==> src/rtl/tamagotchi_pkg.sv <==
// Shared definitions for the pet attribute manager: one-hot pet states, default channel values
// and the decode helpers used to classify the pet state each cycle.
package tamagotchi_pkg;

  localparam int W_ESTADO = 5;

  // INTRO is the all-zero code; every other state owns one bit.
  localparam logic [W_ESTADO-1:0] INTRO      = 5'b00000;
  localparam logic [W_ESTADO-1:0] IDLE       = 5'b00001;
  localparam logic [W_ESTADO-1:0] DORMINDO   = 5'b00010;
  localparam logic [W_ESTADO-1:0] COMENDO    = 5'b00100;
  localparam logic [W_ESTADO-1:0] DANDO_AULA = 5'b01000;
  localparam logic [W_ESTADO-1:0] MORTO      = 5'b10000;

  localparam int N_ATRIB_PADRAO = 3;
  localparam int W_PADRAO       = 8;
  localparam int MAX_VAL_PADRAO = 100;
  localparam logic [N_ATRIB_PADRAO*W_PADRAO-1:0] INIT_VAL_PADRAO = {8'd50, 8'd70, 8'd80};
  localparam logic [N_ATRIB_PADRAO*W_ESTADO-1:0] ESTADO_ALVO_PADRAO =
    {DANDO_AULA, DORMINDO, COMENDO};

  typedef enum logic [1:0] {
    MODO_CARGA   = 2'd0,
    MODO_CONGELA = 2'd1,
    MODO_ATIVO   = 2'd2
  } modo_t;

  function automatic modo_t decodifica_modo(input logic [W_ESTADO-1:0] e);
    if (e == INTRO) return MODO_CARGA;
    else if (e == MORTO) return MODO_CONGELA;
    else return MODO_ATIVO;
  endfunction

  // Any code that is not exactly one-hot behaves like IDLE.
  function automatic logic [W_ESTADO-1:0] estado_efetivo(input logic [W_ESTADO-1:0] e);
    int n;
    n = 0;
    for (int k = 0; k < W_ESTADO; k++) n = n + int'(e[k]);
    return (n == 1) ? e : IDLE;
  endfunction

endpackage

==> src/rtl/canal_atributo.sv <==
// One saturating attribute channel: load, increment-with-ceiling, decrement-with-floor.
// With ATRIB_ALERTA_EN defined, the next value is also exported for the alert comparators.
module canal_atributo #(
  parameter int W           = 8,
  parameter int MAX_VAL     = 100,
  parameter int VEL_SUBIDA  = 3,
  parameter int VEL_DESCIDA = 1
) (
  input  logic         clk,
  input  logic         reset,
  input  logic         sobe,
  input  logic         desce,
  input  logic         carrega,
  input  logic [W-1:0] init,
`ifdef ATRIB_ALERTA_EN
  output logic [W-1:0] valor_prox,
`endif
  output logic [W-1:0] valor,
  output logic         zero
);

  logic [W-1:0] valor_q, valor_d;
  logic [W:0]   soma;

  // The sum is one bit wider so the ceiling compare never sees a wrapped value.
  always_comb begin
    soma    = {1'b0, valor_q} + (W+1)'(VEL_SUBIDA);
    valor_d = valor_q;
    if (carrega) begin
      valor_d = init;
    end else if (sobe) begin
      valor_d = (soma > (W+1)'(MAX_VAL)) ? W'(MAX_VAL) : soma[W-1:0];
    end else if (desce) begin
      valor_d = (valor_q > W'(VEL_DESCIDA)) ? (valor_q - W'(VEL_DESCIDA)) : '0;
    end
  end

  always_ff @(posedge clk) begin
    if (reset) valor_q <= init;
    else       valor_q <= valor_d;
  end

  assign valor = valor_q;
  // Zero flag refers to the post-update value so the death timer sees this tick's result.
  assign zero  = (valor_d == '0);
`ifdef ATRIB_ALERTA_EN
  assign valor_prox = valor_d;
`endif

endmodule

==> src/rtl/gerenciador_atributos.sv <==
// Pet attribute manager: prescaled update tick, N saturating channels, starvation timer and
// optional per-channel low-value alerts (enabled by defining ATRIB_ALERTA_EN).
module gerenciador_atributos
  import tamagotchi_pkg::*;
#(
  parameter int N_ATRIB = N_ATRIB_PADRAO,
  parameter int W       = W_PADRAO,
  parameter int MAX_VAL = MAX_VAL_PADRAO,
  parameter logic [N_ATRIB*W-1:0]        INIT_VAL    = INIT_VAL_PADRAO,
  parameter logic [N_ATRIB*W_ESTADO-1:0] ESTADO_ALVO = ESTADO_ALVO_PADRAO,
  parameter int TICK_DIV    = 8388608,
  parameter int VEL_SUBIDA  = 3,
  parameter int VEL_DESCIDA = 1,
  parameter int LIMIAR_CRIT = 20,
  parameter int TICKS_MORTE = 16
) (
  input  logic                   clk,
  input  logic                   reset,
  input  logic [W_ESTADO-1:0]    estado,
  input  logic                   pausa,
  output logic [N_ATRIB*W-1:0]   atributos,
  output logic                   tick,
  output logic [N_ATRIB-1:0]     critico,
  output logic                   morte
);

  localparam int CNT_W = $clog2(TICK_DIV);
  localparam int ZC_W  = $clog2(TICKS_MORTE + 1);

  logic [CNT_W-1:0]    cnt_q, cnt_d;
  logic [ZC_W-1:0]     zc_q, zc_d;
  logic                morte_q, morte_d;
  logic                tick_w;
  modo_t               modo;
  logic [W_ESTADO-1:0] estado_ef;
  logic                carrega;
  logic [N_ATRIB-1:0]  sobe, desce, zeros;

  always_comb begin
    tick_w = !pausa && (cnt_q == CNT_W'(TICK_DIV - 1));
    cnt_d  = cnt_q;
    if (!pausa) cnt_d = tick_w ? '0 : (cnt_q + CNT_W'(1));
  end

  always_comb begin
    modo      = decodifica_modo(estado);
    estado_ef = estado_efetivo(estado);
    carrega   = (modo == MODO_CARGA);
    sobe      = '0;
    desce     = '0;
    for (int i = 0; i < N_ATRIB; i++) begin
      if (modo == MODO_ATIVO && tick_w) begin
        if (estado_ef == ESTADO_ALVO[i*W_ESTADO +: W_ESTADO]) sobe[i] = 1'b1;
        else                                                 desce[i] = 1'b1;
      end
    end
  end

  // Consecutive ticks with some channel at zero; saturates so morte can be judged on equality.
  always_comb begin
    zc_d    = zc_q;
    morte_d = morte_q;
    unique case (modo)
      MODO_CARGA: begin
        zc_d    = '0;
        morte_d = 1'b0;
      end
      MODO_ATIVO: begin
        if (tick_w) begin
          if (|zeros) zc_d = (zc_q == ZC_W'(TICKS_MORTE)) ? zc_q : (zc_q + ZC_W'(1));
          else        zc_d = '0;
          morte_d = morte_q || (zc_d == ZC_W'(TICKS_MORTE));
        end
      end
      default: begin
        zc_d    = zc_q;
        morte_d = morte_q;
      end
    endcase
  end

  always_ff @(posedge clk) begin
    if (reset) begin
      cnt_q   <= '0;
      zc_q    <= '0;
      morte_q <= 1'b0;
    end else begin
      cnt_q   <= cnt_d;
      zc_q    <= zc_d;
      morte_q <= morte_d;
    end
  end

`ifdef ATRIB_ALERTA_EN
  logic [W-1:0]       valor_prox [N_ATRIB];
  logic [N_ATRIB-1:0] critico_q, critico_d;
`endif

  for (genvar i = 0; i < N_ATRIB; i++) begin : g_canal
    canal_atributo #(
      .W           (W),
      .MAX_VAL     (MAX_VAL),
      .VEL_SUBIDA  (VEL_SUBIDA),
      .VEL_DESCIDA (VEL_DESCIDA)
    ) u_canal (
      .clk        (clk),
      .reset      (reset),
      .sobe       (sobe[i]),
      .desce      (desce[i]),
      .carrega    (carrega),
      .init       (INIT_VAL[i*W +: W]),
`ifdef ATRIB_ALERTA_EN
      .valor_prox (valor_prox[i]),
`endif
      .valor      (atributos[i*W +: W]),
      .zero       (zeros[i])
    );
  end

`ifdef ATRIB_ALERTA_EN
  // Compared against the next value so the registered alert lines up with atributos.
  always_comb begin
    critico_d = '0;
    for (int i = 0; i < N_ATRIB; i++) critico_d[i] = (valor_prox[i] < W'(LIMIAR_CRIT));
  end

  always_ff @(posedge clk) begin
    if (reset) critico_q <= '0;
    else       critico_q <= critico_d;
  end

  assign critico = critico_q;
`else
  assign critico = '0;
`endif

  assign tick  = tick_w;
  assign morte = morte_q;

endmodule
==> config.mk <==
export PLATFORM = sky130hd
export DESIGN_NAME = gerenciador_atributos
export DESIGN_NICKNAME = d
export VERILOG_FILES = /design/src/rtl/tamagotchi_pkg.sv /design/src/rtl/canal_atributo.sv /design/src/rtl/gerenciador_atributos.sv
export SDC_FILE = /design/constraint.sdc
export NUM_CORES = 1
export LEC_CHECK = 0
export CORE_ASPECT_RATIO = 0.9
export CORE_UTILIZATION = 30
export DETAILED_ROUTE_END_ITERATION = 8
export PLACE_DENSITY = 0.56
export SYNTH_ARGS = -nofsm -noshare
export SYNTH_HDL_FRONTEND = slang
export SYNTH_SLANG_ARGS = --single-unit
export TNS_END_PERCENT = 10
==> constraint.sdc <==
create_clock -name clk -period 5.75 [get_ports clk]
set_clock_uncertainty 0.2 [all_clocks]
set_input_delay 0.8625 -clock clk [delete_from_list [all_inputs] [get_ports clk]]
set_output_delay 0.8625 -clock clk [all_outputs]
set_load 0.05 [all_outputs]
==> summary.md, run 1 <==
| Metric | Value |
|---|---|
| Vias per std cell | `5.62` |
| Register area share after synthesis | `25.5%` |
| Die X | `126 um` |
| Antenna-violating nets left | `0` |
| Routing usage on met3 | `2.67%` |
| Initial Util | `31.0%` |
| GPL Wtd Cong | `0.902` |
| Post-Place Cells | `724` |
| Peak VDD IR | `0.000119 V` |
| GRT Total Usage | `16.1%` |
| Yosys reg bits | `53` |
| Combinational share of power | `5.5%` |
| Iteration-0 DRC Markers | `318` |
| Post-synth top area share | `25.5%` |
| EDFF count, synth | `0` |
| GR Layer Usage met2 | `26.2%` |
| Worst EP arrival | `5.24 ns` |
| Cell taking the most area after synthesis | `dfxtp_1` |
| Unrepaired setup endpoints after global routing | `false` |
| Non-filler cells, final | `732` |
| Synth Instances | `560` |
| Layout cell share with drive strength beyond 1 | `6.38%` |
| CP max-delay cell | `clkdlybuf4s50_1` |
| Routed vias | `4,113` |
| Syn-to-layout area delta | `13.3%` |
| Hold path startpoint | `cnt_q[21]` |
| Top delay family on crit path | `simple AND/OR/NAND/NOR gates` |
| CTS tree | `built` |
| Top cells by area, synth | `dfxtp_1 26%, nor2_1 6.3%, ha_1 4.2%` |
| Max-Cap Viols | `0` |
| Post-detailed-route wirelength per cell | `15.3 um` |
| Die Ht | `114 um` |
| Setup Buffers After CTS | `0` |
| Largest net degree at the start of global routing | `27` |
| Power per cell area | `153 nW/um^2` |
| First-pass GRT wire length | `19,000 um` |
| Final min period | `5.25 ns` |
| Fin crit share | `91.3%` |
| F_max | `190 MHz` |
| Cts bufs inserted | `5` |
| Sink Count | `53` |
| Synth warnings | `0` |
| Worst hold stages | `2` |
| Reg-to-reg endpoint | `zc_q[4]` |
| Io pins | `37` |
| Htree depth | `2` |
| Vias in the first global route | `3,789` |
| Dominant register cell in the synthesized netlist | `dfxtp_1` |
| Crit Path Max Fanout | `9` |
| CTS resizes | `0` |
| Mapped Area | `4160 sq um` |
| Sw Ratio | `24.4%` |
| Final net count | `587` |
| Syn Area/Cell | `7.42 sq um` |
| Cell Rows | `40` |
| Met1 Usage GRT | `21.6%` |
| Crit path cell chain | `clkdlybuf4s50_1, inv_1, fa_1, fa_1, inv_1, ha_1, nor4_2, buf_4, and2_1, o31ai_1, a31o_2, a211oi_1, nor4_1, and4_4, a311o_1, nor3b_2, a22o_1` |
| Core area | `13,400 sq um` |
| Final WL | `11,200 um` |
| Asr flop ratio synth | `0%` |
| Least-Margin Pin Slew | `0.731 ns` |
| GRT busiest layer | `met2` |
| Antenna violations before repair | `0` |
| Fin. max-slew vios | `0` |
| Setup TNS | `0 ns` |
| Sw Pwr | `176 uW` |
| Hold endpoint | `cnt_q[21]` |
| Die area | `14,300 sq um` |
| Post-DP HPWL | `8110 um` |
| Worst path bufs/invs | `4` |
| Root buf cell | `clkbuf_16` |
| Pre-Repair DR Iteration Count | `5` |
| Flop pwr share | `51.2%` |
| Yosys cell types | `76` |
| Final hold violation count | `0` |
| Clk slew on worst S/H paths | `0.07 ns` |
| R2R depth | `13` |
| Post-CTS Hold Fix Bufs | `0` |
| Remaining global-route overflow | `0` |
| CP startpoint kind | `input pin` |
| Worst skew pair latency | `0.30 ns` |
| CTS max path bufs | `2` |
| Filler Cell Count | `1,401` |
| Worst r2r src | `cnt_q[0]` |
| Worst path required time | `5.74 ns` |
| R2R setup slack | `1.78 ns` |
| Internal | `546 uW` |
| DRC Markers | `0` |
| Setup crit end kind | `flop` |
| Clk network pwr share | `43.3%` |
| Min-Delay Path Class | `flop to flop` |
| Number of diodes | `0` |
| Leak | `0.00168 uW` |
| Final setup fails | `0` |
| Setup CP Type | `input pin to flop` |
| Slew HR | `51.2%` |
| Status | `completed` |
| Max stage delay on crit path | `0.52 ns` |
| I/O Buffers | `33` |
worst max path at each step:
stage	depth (start not counted)	startpoint	slack [ns]	end
final	17	estado[1]	0.50	zc_q[4]
after CTS	17	estado[1]	0.50	zc_q[4]
after global placement	17	estado[1]	0.34	zc_q[4]
after global routing	16	estado[1]	0.25	zc_q[4]
after floorplan	16	estado[0]	1.15	zc_q[4]
after detailed placement	17	estado[1]	0.19	zc_q[4]
synth_stat cells, drive strengths merged (3+ instances only):
library cell	count
or4	5
or3	4
a22oi	4
and2	9
a31oi	9
and4	6
nor3	18
or2	10
nand2b	10
mux2i	3
ha	14
nor2b	7
nor4b	3
clkbuf	34
nand2	42
nor3b	8
o21ai	25
xor2	14
dfxtp	53
a211oi	9
nand3	24
a21oi	27
and3	8
inv	22
a22o	5
o21a	7
a2bb2oi	4
nor4	12
o211ai	10
nor2	70
nand4	13
xnor2	19
buf	11
routing by layer:
metal / vias to the layer above / routed length, um
met5: - / 0
li1: 2017 / -
met4: 0 / 170
met2: 154 / 5070
met1: 1923 / 5340
met3: 19 / 614
cells in the final DEF, fill, tap and decap left out, types with 8 or more instances in the layout:
master	instances
a211oi_1	9
a21oi_1	26
a31oi_1	9
and2_1	8
and3_1	8
clkdlybuf4s50_1	33
dfxtp_1	53
ha_1	14
inv_1	22
nand2_1	41
nand2b_1	10
nand3_1	24
nand4_1	13
nor2_1	70
nor3_1	18
nor4_1	10
o211ai_1	10
o21ai_0	25
or2_2	9
xnor2_1	19
xor2_1	14
registers in the layout (all words and copies together) (netlist names):
name	flops
zc_q	5
cnt_q	23
morte	1
g_canal.u_canal.valor	24
metrics by stage:
| stage | hold WS, ns | instance area, sq um | setup slack [ns] | utilization [%] | total power (uW) |
|---|---|---|---|---|---|
| final | 0.320 | 4710 | 0.500 | 35.1 | 722 |
| after global routing | 0.359 | 4710 | 0.246 | 35.1 | 748 |
| after CTS | 0.323 | 4710 | 0.503 | 35.1 | 729 |
| after detailed placement | 0.294 | 4560 | 0.194 | 34.0 | 419 |
| after global placement | 0.291 | 4560 | 0.337 | 34.0 | 416 |
| after floorplan | 0.272 | 4160 | 1.15 | - | 404 |
area by class of cell:
class / count / area (sq um) / area share, %
Multi-Input combinational cell: 442 / 2830 / 60.1
Inverter: 22 / 82.6 / 1.75
Clock inverter: 3 / 25.0 / 0.531
Timing Repair Buffer: 39 / 375 / 7.97
Sequential cell: 53 / 1060 / 22.5
Tap cell: 168 / 210 / 4.46
Clock buffer: 5 / 125 / 2.66
tightest hold or removal path, stage by stage, from the launching register on:
cell,delay [ns]
dfxtp_1,0.34
xor2_1,0.07
nor2_1,0.07
power by group through the flow:
stage / Sequential (uW) / Clock (uW) / Combinational, uW
floorplan: 378 / 0 / 26.6
global placement: 378 / 0 / 38.1
detailed placement: 378 / 0 / 40.3
CTS: 369 / 319 / 40.7
global route: 370 / 334 / 44.3
finish: 370 / 313 / 39.9
kinds of logic after synthesis:
| family | Yosys count | share of synthesized area, % |
|---|---|---|
| XOR/XNOR | 33 | 6.95 |
| multiplexers | 3 | 0.722 |
| other | 1 | 0.0902 |
| flip-flops | 53 | 25.5 |
| adder cells (fa/ha/maj) | 16 | 5.18 |
| AO/OA/AOI/OAI | 128 | 21.0 |
| buffers and inverters | 67 | 6.56 |
| AND/OR/NAND/NOR | 259 | 34.0 |
No activity file was read; power rests on OpenSTA's default activity.
==> run 2, diff against run 1 <==
==> constraint.sdc (replaced) <==
create_clock -name clk -period 4.85 [get_ports clk]
set_clock_uncertainty 0.2 [all_clocks]
set_input_delay 0.7275 -clock clk [delete_from_list [all_inputs] [get_ports clk]]
set_output_delay 0.7275 -clock clk [all_outputs]
set_load 0.05 [all_outputs]
==> summary.md, run 2 (synthesis gave the netlist of run 1 again) <==
| Metric | Value |
|---|---|
| Root buf cell | `clkbuf_16` |
| Power per cell area | `169 nW/um^2` |
| Final setup fails | `0` |
| Final WL | `11,700 um` |
| Slew HR | `50.4%` |
| Remaining global-route overflow | `0` |
| Setup CP Type | `input pin to flop` |
| Worst path required time | `4.84 ns` |
| Clk slew on worst S/H paths | `0.07 ns` |
| Htree depth | `2` |
| Setup crit end kind | `flop` |
| Iteration-0 DRC Markers | `348` |
| CTS max path bufs | `2` |
| Core area | `13,400 sq um` |
| Post-DP HPWL | `8570 um` |
| Max reg flops | `24` |
| Fin. max-slew vios | `0` |
| Largest net degree at the start of global routing | `22` |
| Cts bufs inserted | `5` |
| Max-Cap Viols | `0` |
| Setup Buffers After CTS | `0` |
| CP startpoint kind | `input pin` |
| GPL Wtd Cong | `0.848` |
| Io pins | `37` |
| R2R setup slack | `1.08 ns` |
| Vias per std cell | `5.47` |
| Post-Place Cells | `763` |
| Layout cell share with drive strength beyond 1 | `13.4%` |
| Final hold violation count | `0` |
| Initial Util | `31.0%` |
| Setup TNS | `0 ns` |
| Die X | `126 um` |
| Routed vias | `4,218` |
| Leak | `0.00189 uW` |
| Cell Rows | `40` |
| Commonest non-fill, non-tap cell in the layout | `nor2_1` |
| Register area | `1060 sq um` |
| Commonest cells after routing, fill and taps aside | `70 x nor2_1, 53 x dfxtp_1, 44 x buf_4` |
| First-pass GRT wire length | `20,000 um` |
| Top Metal Used | `met4` |
| Multi-input logic area | `2880 sq um` |
| Routed wl met2 | `5440 um` |
| Vias in the first global route | `3,913` |
| CTS resizes | `0` |
| Status | `completed` |
| Final net count | `626` |
| Unrepaired setup endpoints after global routing | `false` |
| Antenna violations before repair | `0` |
| Fin crit share | `94.8%` |
| Crit Path Max Fanout | `10` |
| I/O Buffers | `33` |
| Number of diodes | `0` |
| Die Ht | `114 um` |
| Final min period | `4.60 ns` |
| Pre-Repair DR Iteration Count | `4` |
| Post-detailed-route wirelength per cell | `15.2 um` |
| Non-filler cells, final | `771` |
| Antenna-violating nets left | `0` |
| Sink Count | `53` |
| DRC Markers | `0` |
| CTS tree | `built` |
| Filler Cell Count | `1,408` |
| Min-Delay Path Class | `flop to flop` |
| Worst skew pair latency | `0.29 ns` |
| Syn-to-layout area delta | `21.5%` |
| Die area | `14,300 sq um` |
| Met3 Wirelength | `464 um` |
| Peak VDD IR | `0.000123 V` |
| Least-Margin Pin Slew | `0.744 ns` |
| Worst EP arrival | `4.59 ns` |
| F_max | `217 MHz` |
| GRT Total Usage | `17.0%` |
| Post-CTS Hold Fix Bufs | `0` |
| M1 WL | `5730 um` |
-- run 2: final cells by class --
class                           instances  share of cell area [%]
Multi-Input combinational cell        442                    57.1
Sequential cell                        53                    21.0
Timing Repair Buffer                   78                    13.3
Tap cell                              168                    4.16
Clock buffer                            6                    2.55
Inverter                               22                    1.64
Clock inverter                          2                   0.273
-- run 2: final timing paths --
path / start / cells past startpoint / endpoint
worst max-delay path: estado[0] / 17 / zc_q[3]
worst min register to register: morte / 2 / morte
worst min-delay path: morte / 2 / morte
worst max register to register: cnt_q[0] / 12 / zc_q[3]
-- run 2: power breakdown --
group | switching [uW] | internal (uW)
clock | 167 | 193
combinational | 32.7 | 21.9
sequential | 2.15 | 436
total | 202 | 651
-- run 2: metal layers --
metal / up-vias / track usage (%)
met2: 97 / 27.7
met4: 0 / 3.94
met5: - / 0
met3: 9 / 2.16
met1: 2017 / 23.8
li1: 2095 / -
-- run 2: worst max-delay path, cell delays in order --
cell	delay, ns
clkdlybuf4s50_1	0.47
inv_1	0.07
fa_1	0.50
fa_1	0.37
inv_1	0.06
ha_1	0.15
nor4_2	0.05
buf_4	0.15
and4_1	0.20
buf_6	0.14
nor4b_1	0.42
and3_1	0.24
a221oi_1	0.08
o22a_1	0.22
a311o_1	0.34
nor3b_4	0.17
a22o_1	0.22
-- run 2: metrics by stage --
| step | hold WS, ns | setup slack (ns) | area (sq um) | total power, uW | utilization (%) |
|---|---|---|---|---|---|
| after floorplan | 0.272 | 0.385 | 4160 | 479 | - |
| after detailed placement | 0.263 | -0.232 | 4850 | 503 | 36.2 |
| final | 0.281 | 0.250 | 5050 | 853 | 37.6 |
| after CTS | 0.288 | 0.0491 | 4990 | 864 | 37.2 |
| after global routing | 0.345 | 0.0364 | 5050 | 889 | 37.6 |
| after global placement | 0.263 | -0.119 | 4850 | 501 | 36.2 |
